$ cat src/rtl/mem_arbiter.sv
// mem_arbiter: shares one single-port memory between fetch and data ports.
// Ports:
//   clk, rst              clock and asynchronous active-high reset
//   if_*                  fetch read port (request, address, data, valid, hold)
//   dm_*                  data port (read/write request, width, address,
//                         store data, load data, valid, hold)
//   mem_*                 registered memory strobes, width, address and
//                         write data; mem_rdata_in is the read data return
module mem_arbiter #(
  parameter int ADDR_W  = 32,
  parameter int DATA_W  = 32,
  parameter int MEM_LAT = 1,
  parameter int RR      = 1
) (
  input  logic              clk,
  input  logic              rst,
  input  logic              if_re_in,
  input  logic [ADDR_W-1:0] if_addr_in,
  output logic [DATA_W-1:0] if_data_out,
  output logic              if_valid_out,
  output logic              if_hold_out,
  input  logic              dm_re_in,
  input  logic              dm_we_in,
  input  logic [1:0]        dm_width_in,
  input  logic [ADDR_W-1:0] dm_addr_in,
  input  logic [DATA_W-1:0] dm_wdata_in,
  output logic [DATA_W-1:0] dm_rdata_out,
  output logic              dm_valid_out,
  output logic              dm_hold_out,
  output logic              mem_re_out,
  output logic              mem_we_out,
  output logic [1:0]        mem_width_out,
  output logic [ADDR_W-1:0] mem_addr_out,
  output logic [DATA_W-1:0] mem_wdata_out,
  input  logic [DATA_W-1:0] mem_rdata_in
);

  localparam int CNT_W = (MEM_LAT > 1) ? $clog2(MEM_LAT) : 1;

  typedef enum logic [1:0] {
    S_IDLE,
    S_ISSUE,
    S_WAIT,
    S_DONE
  } state_t;

  typedef enum logic {
    G_IF,
    G_DM
  } grant_t;

  state_t           state;
  state_t           state_nx;
  grant_t           grant;
  grant_t           last_grant;
  grant_t           pick;
  logic [CNT_W-1:0] cnt;
  logic             op_we;
  logic             if_req;
  logic             dm_req;

  assign if_req = if_re_in;
  assign dm_req = dm_re_in | dm_we_in;

  // Tie break: round-robin alternates away from the last winner,
  // otherwise the data port always wins.
  always_comb begin
    pick = G_IF;
    unique case (1'b1)
      (if_req && dm_req): begin
        if (RR != 0 && last_grant == G_DM)
          pick = G_IF;
        else
          pick = G_DM;
      end
      (dm_req && !if_req): pick = G_DM;
      default:             pick = G_IF;
    endcase
  end

  always_ff @(posedge clk or posedge rst) begin
    if (rst)
      state <= S_IDLE;
    else
      state <= state_nx;
  end

  always_comb begin
    state_nx     = state;
    if_valid_out = 1'b0;
    dm_valid_out = 1'b0;
    unique case (state)
      S_IDLE: begin
        if (if_req || dm_req)
          state_nx = S_ISSUE;
      end
      S_ISSUE: begin
        state_nx = op_we ? S_DONE : S_WAIT;
      end
      S_WAIT: begin
        if (cnt == '0)
          state_nx = S_DONE;
      end
      S_DONE: begin
        state_nx     = S_IDLE;
        if_valid_out = (grant == G_IF);
        dm_valid_out = (grant == G_DM);
      end
      default: state_nx = S_IDLE;
    endcase
  end

  assign if_hold_out = if_req &
    ~(state == S_DONE && grant == G_IF);
  assign dm_hold_out = dm_req &
    ~(state == S_DONE && grant == G_DM);

  // Strobes and width are only non-zero for the single ISSUE cycle;
  // address and write data simply hold their last value.
  always_ff @(posedge clk or posedge rst) begin
    if (rst) begin
      mem_re_out    <= 1'b0;
      mem_we_out    <= 1'b0;
      mem_width_out <= '0;
      mem_addr_out  <= '0;
      mem_wdata_out <= '0;
      if_data_out   <= '0;
      dm_rdata_out  <= '0;
      grant         <= G_IF;
      last_grant    <= G_DM;
      op_we         <= 1'b0;
      cnt           <= '0;
    end else begin
      mem_re_out    <= 1'b0;
      mem_we_out    <= 1'b0;
      mem_width_out <= '0;
      unique case (state)
        S_IDLE: begin
          if (if_req || dm_req) begin
            grant <= pick;
            if (pick == G_DM) begin
              // read+write together is taken as a write
              op_we         <= dm_we_in;
              mem_re_out    <= ~dm_we_in;
              mem_we_out    <= dm_we_in;
              mem_width_out <= dm_width_in;
              mem_addr_out  <= dm_addr_in;
              mem_wdata_out <= dm_wdata_in;
            end else begin
              op_we         <= 1'b0;
              mem_re_out    <= 1'b1;
              mem_width_out <= 2'b10;
              mem_addr_out  <= if_addr_in;
            end
          end
        end
        S_ISSUE: begin
          cnt <= CNT_W'(MEM_LAT - 1);
        end
        S_WAIT: begin
          if (cnt == '0) begin
            if (grant == G_IF)
              if_data_out <= mem_rdata_in;
            else
              dm_rdata_out <= mem_rdata_in;
          end else begin
            cnt <= cnt - CNT_W'(1);
          end
        end
        S_DONE: begin
          last_grant <= grant;
        end
        default: ;
      endcase
    end
  end

endmodule

$ cat config.mk
export PLATFORM = sky130hd
export DESIGN_NAME = mem_arbiter
export DESIGN_NICKNAME = d
export VERILOG_FILES = /design/src/rtl/mem_arbiter.sv
export SDC_FILE = /design/constraint.sdc
export NUM_CORES = 1
export LEC_CHECK = 0
export CAP_MARGIN = 20
export CORE_MARGIN = 3
export CORE_UTILIZATION = 36
export CTS_CLUSTER_DIAMETER = 40
export DETAILED_ROUTE_END_ITERATION = 16
export PLACE_DENSITY = 0.76
export SLEW_MARGIN = 15
export SYNTH_ARGS = -nofsm -noshare
export SYNTH_HDL_FRONTEND = slang
export SYNTH_SLANG_ARGS = --single-unit
$ cat constraint.sdc
create_clock -name clk -period 4.2 [get_ports clk]
set_clock_uncertainty 0.05 [all_clocks]
set_input_delay 0.84 -clock clk [delete_from_list [all_inputs] [get_ports clk]]
set_output_delay 0.84 -clock clk [all_outputs]
set_load 0.05 [all_outputs]
**Word-level counts from Yosys, hierarchy flattened**

Cells that the tools add are included.

- Add/sub/neg operators: 1
- Eq/ne operators: 5
- Mux-type cells: 20
- Bitwise logic cells: 8
- Reductions and logical operators: 13

Operators by type and width:

| kind | count |
|---|---|
| 2-to-1 mux 32 bit | 1 |
| 2-to-1 mux 1 bit | 11 |
| 2-to-1 mux 2 bit | 5 |
| AND reduction 3 bit | 3 |
| case mux 2 bit (4 select lines) | 1 |
| NOT 1 bit | 5 |
| == test 2 bit (second input constant) | 2 |
| logical AND 1 bit | 4 |
| != test 2 bit (second input constant) | 2 |
| case mux 1 bit (2 select lines) | 2 |
| AND reduction 2 bit | 2 |
| AND 1 bit | 2 |
| == test 2 x 1 -> 1 bit (second input constant) | 1 |
| logical NOT 2 bit | 1 |
| nonzero test 2 bit | 1 |
| logical NOT 1 bit | 1 |
| logical OR 1 bit | 1 |
| OR 1 bit | 1 |
| subtractor 1 bit (second input constant) | 1 |

- Bits in registers: 138
- Bits of input ports: 135
- Output and inout bits: 136
- Word-level logic and storage cells: 59

**Longest topological paths before layout**

- Word-level depth: 6
- Depth in mapped cells: 7
- Depth with buffers taken out: 5

**Worst setup path after synthesis**

Ideal clock, no wire load.

- Path kind: register to output
- Start: register state[1]
- End: output port if_hold_out
- Arrival: 1747 ps
- Path slack: 1563 ps
- Cell stages (with the launch flop): 4
- Path through: dfrtp_1 > ha_1 > nor2b_1 > nor2b_1

- Word-level cells in the longest chain between the ends: 4

Ends and longest elaborated chain:

| what | RTL line | text |
|---|---|---|
| start, declared | 52 | `state_t state;` |
| start signal, assigned | 85 | `state <= state_nx;` |
| == test 2 bit | 114 | `~(state == S_DONE && grant == G_IF);` |
| logical AND 1 bit | 114 |  |
| NOT 1 bit | 114 |  |
| AND 1 bit | 113 | `assign if_hold_out = if_req &` |
| end, declared | 21 | `output logic if_hold_out,` |

No other way between the ends.

**Worst setup path in the final report**

- Start: input port dm_we_in
- End: output port dm_hold_out

- Word-level cells in the longest chain between the ends: 2

Ends and longest elaborated chain:

| what | RTL line | text |
|---|---|---|
| start, declared | 23 | `input logic dm_we_in,` |
| OR 1 bit | 63 | `assign dm_req = dm_re_in \| dm_we_in;` |
| AND 1 bit | 115 | `assign dm_hold_out = dm_req &` |
| end, declared | 29 | `output logic dm_hold_out,` |

No other way between the ends.

==> results.sh <==
export IMPL_status="finished clean"
export IMPL_drt_total_wl_mm=14.4
export IMPL_vias=4003
export IMPL_num_rows=44
export IMPL_synth_edf_count=0
export IMPL_antenna_left=0
export IMPL_syn_cell_area_sq_um=5460
export IMPL_worst_pin_slew_ps=887
export IMPL_hold_buffers=0
export IMPL_area_growth_pct=65.6
export IMPL_startpoint_type="input pin"
export IMPL_finalSetupViolCount=0
export IMPL_grt_use_total_pct=17.3
export IMPL_r2r_end="mem_wdata_out[20]"
export IMPL_grt_pass1_wl_mm=22.4
export IMPL_layout_common_cells="270 x clkdlybuf4s50_1, 136 x dfrtp_1, 94 x mux2_1"
export IMPL_synth_ff_type="dfrtp_1"
export IMPL_cts_path_max_buffers=2
export IMPL_synth_distinct_cells=24
export IMPL_nNetsFinal=796
export IMPL_viasPerCell=4.69
export IMPL_antenna_found_initial=0
export IMPL_yosysWarnings=0
export IMPL_clk_transition_reported_paths_ps=60
export IMPL_wl_per_cell_microns=16.9
export IMPL_fmax_ghz=0.291
export IMPL_ctsHtreeMaxLevel=4
export IMPL_die_height_microns=129
export IMPL_crit_buf_inv=2
export IMPL_worstPathMaxFanout=6
export IMPL_firstDrtPassIters=4
export IMPL_end_kind="primary output"
export IMPL_diodes=0
export IMPL_crit_type="input pin to primary output"
export IMPL_whs_path_depth=2
export IMPL_startpoint="dm_we_in"
export IMPL_fin_cells=854
export IMPL_first_iter_violations=131
export IMPL_placed_cell_area_sq_um=8370
export IMPL_initial_core_util_pct=37.1
export IMPL_avgSynthCellArea_sq_um=14.2
export IMPL_post_cts_resized=0
export IMPL_ys_async_sr_fraction_pct=100
export IMPL_crit_chain="clkdlybuf4s50_1, nor2_1, nor2_1, clkdlybuf4s50_1"
export IMPL_critPathCapture="dm_hold_out"
export IMPL_ios=271
export IMPL_crit_cells=4
export IMPL_cp_arrival_ps=2550
export IMPL_holdCritPathClass="register to register"
export IMPL_syn_num_nets=522
export IMPL_fp_dieW_microns=129
export IMPL_slew_headroom_pct=40.9
export IMPL_cts_num_sinks=137
export IMPL_r2r_slack_ps=2140
export IMPL_cts_buffers=17
export IMPL_rsz0062_at_grt="false"
export IMPL_dp_cells=822
export IMPL_fillers=1139
export IMPL_first_global_vias=4343
export IMPL_stdcell_area_sq_um=9040
export IMPL_period_share_pct=81.9
export IMPL_finalCriticalPeriod_ps=3440
export IMPL_rr_startpoint="state[0]"
export IMPL_fp_coreArea_sq_um=14700
export IMPL_ys_seq_area_share_pct=62.9
export IMPL_hold_violations=0
export IMPL_layout_commonest_cell="clkdlybuf4s50_1"
export IMPL_report_final_slew_viol_count=0
export IMPL_die_area_sq_um=16700
export IMPL_reg2regPathDepth=4
export IMPL_synth_seq_cells=137
export IMPL_dp_slack_ps=768
export IMPL_portBuffers=270
export IMPL_drc=0
export IMPL_drive_gt1_share_pct=6.57
export IMPL_hpwl_mm=11.0
export IMPL_syn_inst=383
export IMPL_timing_final_ws_setup_ps=759
export IMPL_ir_worst_vdd_mv=0.427
export IMPL_critPathTopFamily="buffers and inverters"
export IMPL_globalRouteOverflowTotal=0
export IMPL_powerDensity_nw_per_um2=1000
export IMPL_critPathSlowestCell="clkdlybuf4s50_1"
export IMPL_p_leak_nw=3.85
export IMPL_cts_root_buf="clkbuf_16"
export IMPL_worst_ep_required_time_ps=3310
export IMPL_grt_max_degree=119
export IMPL_fin_tns_setup_ps=0
export IMPL_post_cts_buffers=0
export IMPL_max_stage_delay_ps=810
export IMPL_worstSkewPairLatency_ps=400
export IMPL_gp_congestion=0.779
export IMPL_drv_cap=0
export IMPL_cts_tree="built"
export IMPL_utilization_pct=61.5
[layout make-up]
| type | count | area [sq um] | share of cell area, % |
|---|---|---|---|
| flip-flops and latches | 137 | 3430 | 38.0 |
| repair buffers | 275 | 2770 | 30.6 |
| multi-input cells | 222 | 1930 | 21.3 |
| clock buffers | 20 | 457 | 5.05 |
| well taps | 184 | 230 | 2.55 |
| clock inverters | 12 | 210 | 2.33 |
| inverters | 4 | 18.8 | 0.208 |
[worst min path at each step]
stage	slack, ps	from	to
5_1_grt	450	if_data_out[5]	if_data_out[5]
2_1_floorplan	400	op_we	op_we
4_1_cts	440	mem_addr_out[4]	mem_addr_out[4]
3_5_place_dp	420	mem_addr_out[4]	mem_addr_out[4]
3_3_place_gp	420	op_we	op_we
6_report	430	mem_addr_out[22]	mem_addr_out[22]
[cell usage after synthesis, types with 2 or more instances]
cell      count  area share, %
o21ai_1      33            3.0
nor2b_1       2           0.23
ha_1          4           0.92
buf_2        10           0.92
dfrtp_1     136             62
nand2_1      38            2.6
mux2_2        3           0.62
inv_1         4           0.28
mux2i_1      32            5.9
nor2_1        5           0.34
buf_4         5           0.69
clkbuf_1      5           0.34
a21oi_1       2           0.18
mux2_1       94             19
[worst min-delay path, cell delays in order, from the launching register on]
cell	delay [ps]
dfrtp_1	340
nand2_1	50
o21ai_1	60
[state kept, by name, indices dropped and copies added, names as in the netlist]
| signal | flops |
|---|---|
| op_we | 1 |
| mem_width_out | 2 |
| mem_addr_out | 32 |
| last_grant | 1 |
| mem_re_out | 1 |
| mem_we_out | 1 |
| state | 2 |
| if_data_out | 32 |
| mem_wdata_out | 32 |
| grant | 1 |
| dm_rdata_out | 32 |
[power by group]
| group | internal [mW] | switching, mW | total (mW) |
|---|---|---|---|
| clock network | 1.10 | 0.560 | 1.66 |
| logic | 1.76 | 3.30 | 5.06 |
| registers | 2.00 | 0.351 | 2.35 |
| total | 4.86 | 4.21 | 9.07 |
[cells by family (layout without fill, tap and decap cells)]
kind of cell	count (synthesis)	after routing	share of synthesized area, %
buf+inv	24	311	2.22
flops	137	137	62.9
fa+ha+maj	4	4	0.917
compound gates	39	39	4.01
simple gates	50	50	4.08
mux	129	129	25.9
[per-layer routing]
| metal | global-route usage (%) | vias up | routed length (microns) |
|---|---|---|---|
| li1 | - | 1888 | - |
| met1 | 19.1 | 1912 | 5430 |
| met2 | 29.8 | 177 | 7420 |
| met3 | 6.76 | 24 | 1230 |
| met4 | 7.54 | 2 | 338 |
| met5 | 0 | - | 6 |
[through the flow]
step | power, mW | hold slack, ps
finish | 9.07 | 430
global route | 9.51 | 450
CTS | 9.18 | 437
floorplan | 5.66 | 400
global placement | 7.37 | 416
detailed placement | 7.49 | 424
No activity file was read; power rests on OpenSTA's default activity.
